<file path="src/rtl/vram_rect_fill.sv">
`timescale 1ns/1ps
// Rectangle-fill engine: turns one (x, y, w, h, colour) command into a raster-ordered
// stream of clipped VRAM pixel writes, stallable by the VRAM port's ready signal.
module vram_rect_fill #(
  parameter int H_RES = 160,
  parameter int V_RES = 120
) (
  input  logic        clk,
  input  logic        rst_n,
  input  logic        cmd_valid_i,
  output logic        cmd_ready_o,
  input  logic [7:0]  cmd_x_i,
  input  logic [7:0]  cmd_y_i,
  input  logic [7:0]  cmd_w_i,
  input  logic [7:0]  cmd_h_i,
  input  logic [11:0] cmd_color_i,
  input  logic        abort_i,
  output logic        busy_o,
  output logic        done_o,
  output logic        vram_we_o,
  output logic [15:0] vram_addr_o,
  output logic [11:0] vram_data_o,
  input  logic        vram_ready_i,
  output logic [1:0]  dbg_state_o
);

  // Handshake: a command transfers on an edge with cmd_valid_i && cmd_ready_o;
  // a pixel write retires on an edge with vram_we_o && vram_ready_i.
  typedef enum logic [1:0] {S_IDLE, S_SETUP, S_FILL, S_DONE} state_t;

  localparam logic [8:0]  LP_H9  = 9'(H_RES);
  localparam logic [8:0]  LP_V9  = 9'(V_RES);
  localparam logic [15:0] LP_H16 = 16'(H_RES);

  state_t      r_state;
  state_t      w_next;
  logic [7:0]  r_x;
  logic [7:0]  r_y;
  logic [7:0]  r_w;
  logic [7:0]  r_h;
  logic [11:0] r_color;
  logic [8:0]  r_x_end;
  logic [8:0]  r_y_end;
  logic [7:0]  r_col;
  logic [7:0]  r_row;
  logic [15:0] r_row_base;

  logic [8:0]  w_x_sum;
  logic [8:0]  w_y_sum;
  logic [8:0]  w_x_end;
  logic [8:0]  w_y_end;
  logic [15:0] w_y_base;
  logic        w_empty;
  logic        w_retire;
  logic [8:0]  w_col_nxt;
  logic [8:0]  w_row_nxt;
  logic        w_col_wrap;
  logic        w_last;

  // 9-bit sums so x+w and y+h cannot wrap before clipping to the frame.
  assign w_x_sum    = {1'b0, r_x} + {1'b0, r_w};
  assign w_y_sum    = {1'b0, r_y} + {1'b0, r_h};
  assign w_x_end    = (w_x_sum > LP_H9) ? LP_H9 : w_x_sum;
  assign w_y_end    = (w_y_sum > LP_V9) ? LP_V9 : w_y_sum;
  assign w_y_base   = {8'd0, r_y} * LP_H16;
  assign w_empty    = (r_w == 8'd0) || (r_h == 8'd0) ||
                      ({1'b0, r_x} >= LP_H9) || ({1'b0, r_y} >= LP_V9);
  assign w_retire   = (r_state == S_FILL) && vram_ready_i;
  assign w_col_nxt  = {1'b0, r_col} + 9'd1;
  assign w_row_nxt  = {1'b0, r_row} + 9'd1;
  assign w_col_wrap = (w_col_nxt >= r_x_end);
  assign w_last     = w_col_wrap && (w_row_nxt >= r_y_end);

  always_ff @(posedge clk or negedge rst_n) begin
    if (!rst_n) r_state <= S_IDLE;
    else        r_state <= w_next;
  end

  always_comb begin
    w_next = r_state;
    case (r_state)
      S_IDLE:  if (cmd_valid_i) w_next = S_SETUP;
      S_SETUP: w_next = w_empty ? S_DONE : S_FILL;
      S_FILL:  if (w_retire && w_last) w_next = S_DONE;
      S_DONE:  w_next = S_IDLE;
      default: w_next = S_IDLE;
    endcase
    if (abort_i && (r_state != S_IDLE)) w_next = S_IDLE;
  end

  always_ff @(posedge clk or negedge rst_n) begin
    if (!rst_n) begin
      r_x        <= '0;
      r_y        <= '0;
      r_w        <= '0;
      r_h        <= '0;
      r_color    <= '0;
      r_x_end    <= '0;
      r_y_end    <= '0;
      r_col      <= '0;
      r_row      <= '0;
      r_row_base <= '0;
    end else begin
      if ((r_state == S_IDLE) && cmd_valid_i) begin
        r_x     <= cmd_x_i;
        r_y     <= cmd_y_i;
        r_w     <= cmd_w_i;
        r_h     <= cmd_h_i;
        r_color <= cmd_color_i;
      end
      if (r_state == S_SETUP) begin
        r_x_end    <= w_x_end;
        r_y_end    <= w_y_end;
        r_col      <= r_x;
        r_row      <= r_y;
        r_row_base <= w_y_base;
      end
      // A retiring write advances the cursor even on an abort edge.
      if (w_retire) begin
        if (!w_col_wrap) begin
          r_col <= r_col + 8'd1;
        end else begin
          r_col      <= r_x;
          r_row      <= r_row + 8'd1;
          r_row_base <= r_row_base + LP_H16;
        end
      end
    end
  end

  // Address/data are forced to zero outside FILL so the cursor's post-fill
  // position never shows up on the port.
  assign vram_we_o   = (r_state == S_FILL);
  assign vram_addr_o = vram_we_o ? (r_row_base + {8'd0, r_col}) : 16'd0;
  assign vram_data_o = vram_we_o ? r_color : 12'd0;
  assign cmd_ready_o = (r_state == S_IDLE);
  assign busy_o      = (r_state != S_IDLE);
  assign done_o      = (r_state == S_DONE);
  assign dbg_state_o = r_state;

endmodule

</file>
<file path="config.mk">
export PLATFORM = sky130hd
export DESIGN_NAME = vram_rect_fill
export DESIGN_NICKNAME = d
export VERILOG_FILES = /design/src/rtl/vram_rect_fill.sv
export SDC_FILE = /design/constraint.sdc
export NUM_CORES = 1
export LEC_CHECK = 0
export CORE_MARGIN = 3
export CORE_UTILIZATION = 28
export CTS_CLUSTER_SIZE = 25
export DETAILED_ROUTE_END_ITERATION = 8
export GPL_TIMING_DRIVEN = 0
export SYNTH_ARGS = -nofsm -noshare
export SYNTH_HDL_FRONTEND = slang
export SYNTH_SLANG_ARGS = --single-unit
export TNS_END_PERCENT = 20
</file>
<file path="constraint.sdc">
create_clock -name clk -period 3.8 [get_ports clk]
set_clock_uncertainty 0.1 [all_clocks]
set_input_delay 0.95 -clock clk [delete_from_list [all_inputs] [get_ports clk]]
set_output_delay 0.95 -clock clk [all_outputs]
set_load 0.1 [all_outputs]
</file>
# Yosys cells after proc, flatten, opt, wreduce, memory -nomap -nowiden
# Cells that the tools add are included.
classes:
  n_addsub: 8
  n_mul: 1
  order_cmp: 6
  eq_ne: 5
  n_mux: 18
  reduce_logical: 14
op_table:
  columns: ["op", "n"]
  rows:
  - ["$mux W16", 4]
  - ["$mux W8", 6]
  - ["$add A8 B1 Y9 const B", 2]
  - ["$add A8 B8 Y9", 2]
  - ["$ge A9 B9 Y1", 2]
  - ["$mux W9", 2]
  - ["$add A16 B8 Y16", 1]
  - ["$add A16 B8 Y16 const B", 1]
  - ["$add A8 B1 Y8 const B", 2]
  - ["$logic_not A8 Y1", 2]
  - ["$mux W12", 1]
  - ["$mul A8 B3 Y11 const B", 1]
  - ["$gt A9 B7 Y1 const B", 1]
  - ["$gt A9 B8 Y1 const B", 1]
  - ["$ge A8 B7 Y1 const B", 1]
  - ["$ge A8 B8 Y1 const B", 1]
  - ["$pmux W2 S4", 1]
  - ["$mux W2", 3]
  - ["$logic_and A1 B1 Y1", 5]
  - ["$eq A2 B2 Y1 const B", 2]
  - ["$reduce_bool A2 Y1", 2]
  - ["$logic_or A1 B1 Y1", 3]
  - ["$ne A3 B1 Y1 const B", 1]
  - ["$ne A3 B2 Y1 const B", 1]
  - ["other kinds (4)", 4]
totals:
  register_bits: 96
  inputBits: 49
  out_inout_bits: 34
  word_cells: 63

# Longest topological paths before layout
depth:
  depth_word: 7
  depth_mapped: 14
  ltp_nobuf: 12

# Least setup slack after synthesis
# OpenSTA, ideal clock, no wires.
synth_timing:
  kind: "reg-to-output"
  startpoint: "register r_state[1] (netlist: dbg_state_o[1])"
  endpoint: "output port vram_addr_o[13]"
  arrival_time_ns: 5.582
  t_required_ns: 2.750
  path_slack_ns: -2.832
  stages_incl_launch_ff: 6
  n_path_buf: 2
  cell_sequence: "dfrtp_1 ha_1 buf_2 clkbuf_1 nand2_1 o41ai_1"
synth_via:
  elab_chain_cells: 2
synth_rtl:
  columns: ["element", "line_no", "source"]
  rows:
  - ["start, declared", "35", "state_t r_state;"]
  - ["start signal, assigned", "76", "else r_state <= w_next;"]
  - ["$eq A2 B2 Y1", "133", "assign vram_we_o = (r_state == S_FILL);"]
  - ["named net vram_we_o", "20", "output logic vram_we_o,"]
  - ["$mux W16", "134", "assign vram_addr_o = vram_we_o ? (r_row_base + {8'd0, r_col}) : 16'd0;"]
  - ["end, declared", "21", "output logic [15:0] vram_addr_o,"]
# The timed path passes the listed nets, and every way through them passes these cells.

# Worst setup path after layout
layout_timing:
  startpoint: "register r_col[1]"
  endpoint: "output port vram_addr_o[15]"
layout_via:
  elab_chain_cells: 2
layout_rtl:
  columns: ["element", "line_no", "source"]
  rows:
  - ["start, declared", "44", "logic [7:0] r_col;"]
  - ["start signal, assigned", "114", "r_col <= r_x;"]
  - ["start signal, assigned", "121", "r_col <= r_col + 8'd1;"]
  - ["start signal, assigned", "123", "r_col <= r_x;"]
  - ["$add A16 B8 Y16", "134", null]
  - ["$mux W16", "134", null]
# Every way passes these cells.

==> reports/qor.yml <==
slew_headroom_pct: 34.8
cts_tree: "yes"
drt_iter0_markers: 221
netlist_area_um2: 6530
num-nets-final: 861
cp-start-kind: "register"
finalHoldViolCount: 0
clock_sinks: 96
dp_hpwl_mm: 12.8
areaGrowthSynthToFinish_pct: 26.1
synth_area_leaders: "dfrtp_1 37%, ha_1 12%, mux2_2 7.8%"
die_h_um: 159
hold_path_depth: 1
endpoint_kind: "output pin"
die_w_um: 159
synth_edf_count: 0
critPathMaxFanout: 8
grt_first_pass_wirelength_mm: 28.2
start_util_pct: 28.6
grt_overflow: 0
rr_worst_depth: 13
min_path_type: "reg2reg"
synth_seq_cells: 96
yosysTopAreaCellShare_pct: 36.8
htreeDepth: 3
numCtsBuffers: 9
drive_gt1_share_pct: 19.0
syn-instance-count: 649
grt_max_degree: 62
grt_usage_pct: 14.2
setup_violations: 0
cp_data_arrival_time_ps: 2700
clock_latency_ps: 350
finalCritPeriodShare_pct: 98.6
fp.dieArea_um2: 25200
synth_nets: 763
path_class: "reg2out"
diodes: 0
ys_seq_area_share_pct: 36.8
place_ws_ps: -724
clock.fmax_ghz: 0.267
worst_slew_pin_slew_ps: 975
finalMaxSlewViolations: 0
drt-total-wl_mm: 16.8
status: "finished, final reports clean"
maxCapViolCount: 0
n_fill_cell: 2304
antenna_found_initial: 0
postRouteAntennaNets: 0
clockBufferDepth: 2
drc: 0
gp_congestion: 0.861
yosys_most_used_dff: "dfrtp_1"
clkSlewWorstSetupHoldPaths_ps: 70
yosysUniqueCellTypes: 74
wire_per_inst_um: 15.8
cts_root_buf: "clkbuf_16"
drt-vias-per-instance: 4.81
first_pass_iters: 4
async_flop_share_pct: 100
via_count: 5123
grt_pass1_vias: 5261
synth_area_leader_cell: "dfrtp_1"
rows: 55
fin_ws_ps: 52.6
cp.required_ps: 2750
min_period_ps: 3750
yosys_warnings: 0
syn_area_per_cell_um2: 10.1
rsz0062_at_grt: "true"
core-area_um2: 22800
pin_count: 83
portBuffers: 82
state kept, by name, summed over array words and instances, names as in the netlist:
name	count
dbg_state_o	2
r_col	8
r_color	12
r_h	8
r_row	8
r_row_base	16
r_w	8
r_x	8
r_x_end	9
r_y	8
r_y_end	9
worst max-delay path, cell delays in order, from the launching register on:
cell	delay [ps]
dfrtp_2	450
ha_1	290
a21oi_1	70
o21ai_1	190
a21oi_1	90
a211o_2	410
or4_4	450
a21boi_4	180
buf_12	190
Yosys cell counts, types with 18 or more instances:
cell and number:
a21oi_1 39, and2_1 23, and3_1 20, dfrtp_1 96, ha_1 61, inv_1 38, mux2_2 45, nand2_1 29
nand3_1 19, nor2_1 34, o21ai_0 27, xnor2_1 18
kinds of logic (layout without fill, tap and decap cells):
kind of cell               Yosys count  in the layout  synth area share (%)
AOI/OAI and AO/OA                  163            163                  18.0
xor gates and xnor gates            30             30                  4.03
adders and majority gates           65             65                  12.9
buffers and inverters               60            163                  3.89
DFF                                 96             96                  36.8
muxes                               59             59                  9.91
and+or+nand+nor                    176            176                  14.4
path summary, 6_finish.rpt:
| kind | startpoint | slack (ps) | endpoint |
|---|---|---|---|
| setup reg to reg | r_col[0] | 340 | r_row_base[11] |
| min in group asynchronous | rst_n | 460 | r_color[8] |
| setup / recovery | r_col[1] | 50 | vram_addr_o[15] |
| max in group asynchronous | rst_n | 2420 | r_col[0] |
| hold / removal | r_color[4] | 400 | r_color[4] |
| hold reg to reg | r_color[4] | 400 | r_color[4] |
through the flow:
stage / instances / setup TNS [ps] / cell area [um2] / hold WS, ps / utilization (%)
after CTS: 1064 / -28.1 / 8240 / 397 / 36.2
after global routing: 1065 / -584 / 8230 / 409 / 36.1
final: 1065 / 0 / 8230 / 398 / 36.1
after floorplan: 649 / -42.5 / 6610 / 349 / -
after detailed placement: 1045 / -6510 / 7840 / 382 / 34.4
after global placement: 1044 / -233390 / 7820 / 374 / 34.3
area by class of cell:
cell class	instances	area, um2	area share [%]
Multi-Input combinational cell	493	3990	48.4
Clock inverter	5	37.5	0.456
Sequential cell	96	2410	29.3
Timing Repair Buffer	87	893	10.9
Tap cell	313	392	4.76
Inverter	39	146	1.78
Clock buffer	11	253	3.07
Buffer	21	111	1.35
layout by cell type, fill, tap and decap left out, types with 4 or more instances in the layout:
master,n
a211oi_1,5
a21o_1,7
a21oi_1,38
a31oi_1,4
and2_1,20
and2_4,4
and3_1,20
buf_12,4
buf_2,9
buf_4,12
clkbuf_1,11
clkbuf_16,9
clkdlybuf4s15_2,13
clkdlybuf4s50_1,53
dfrtp_1,91
dfrtp_2,4
ha_1,58
inv_1,38
mux2_2,45
mux2i_1,14
nand2_1,29
nand2b_1,8
nand3_1,19
nand4_1,6
nor2_1,34
nor3_1,6
nor3b_1,4
nor4_1,5
o211ai_1,7
o21a_1,9
o21ai_0,27
o22ai_1,6
or3_1,7
xnor2_1,18
xor2_1,12
repair_timing:
item                       CTS  global route
setup endpoints to repair   28            14
pin swaps                    8             7
hold buffers                 0             0
setup buffers                3             1
resized for setup          142             6
routing by layer:
layer  share of wire, %  track usage (%)  up-vias
met4                1.2             2.99        0
met5                  0                0        -
li1                   -                -     2577
met2                 45             22.8      101
met1                 49             19.8     2432
met3                4.2             2.99       13
Power is not shown: default switching activity piles up to over one toggle a cycle in this logic, so the estimate is an artifact.
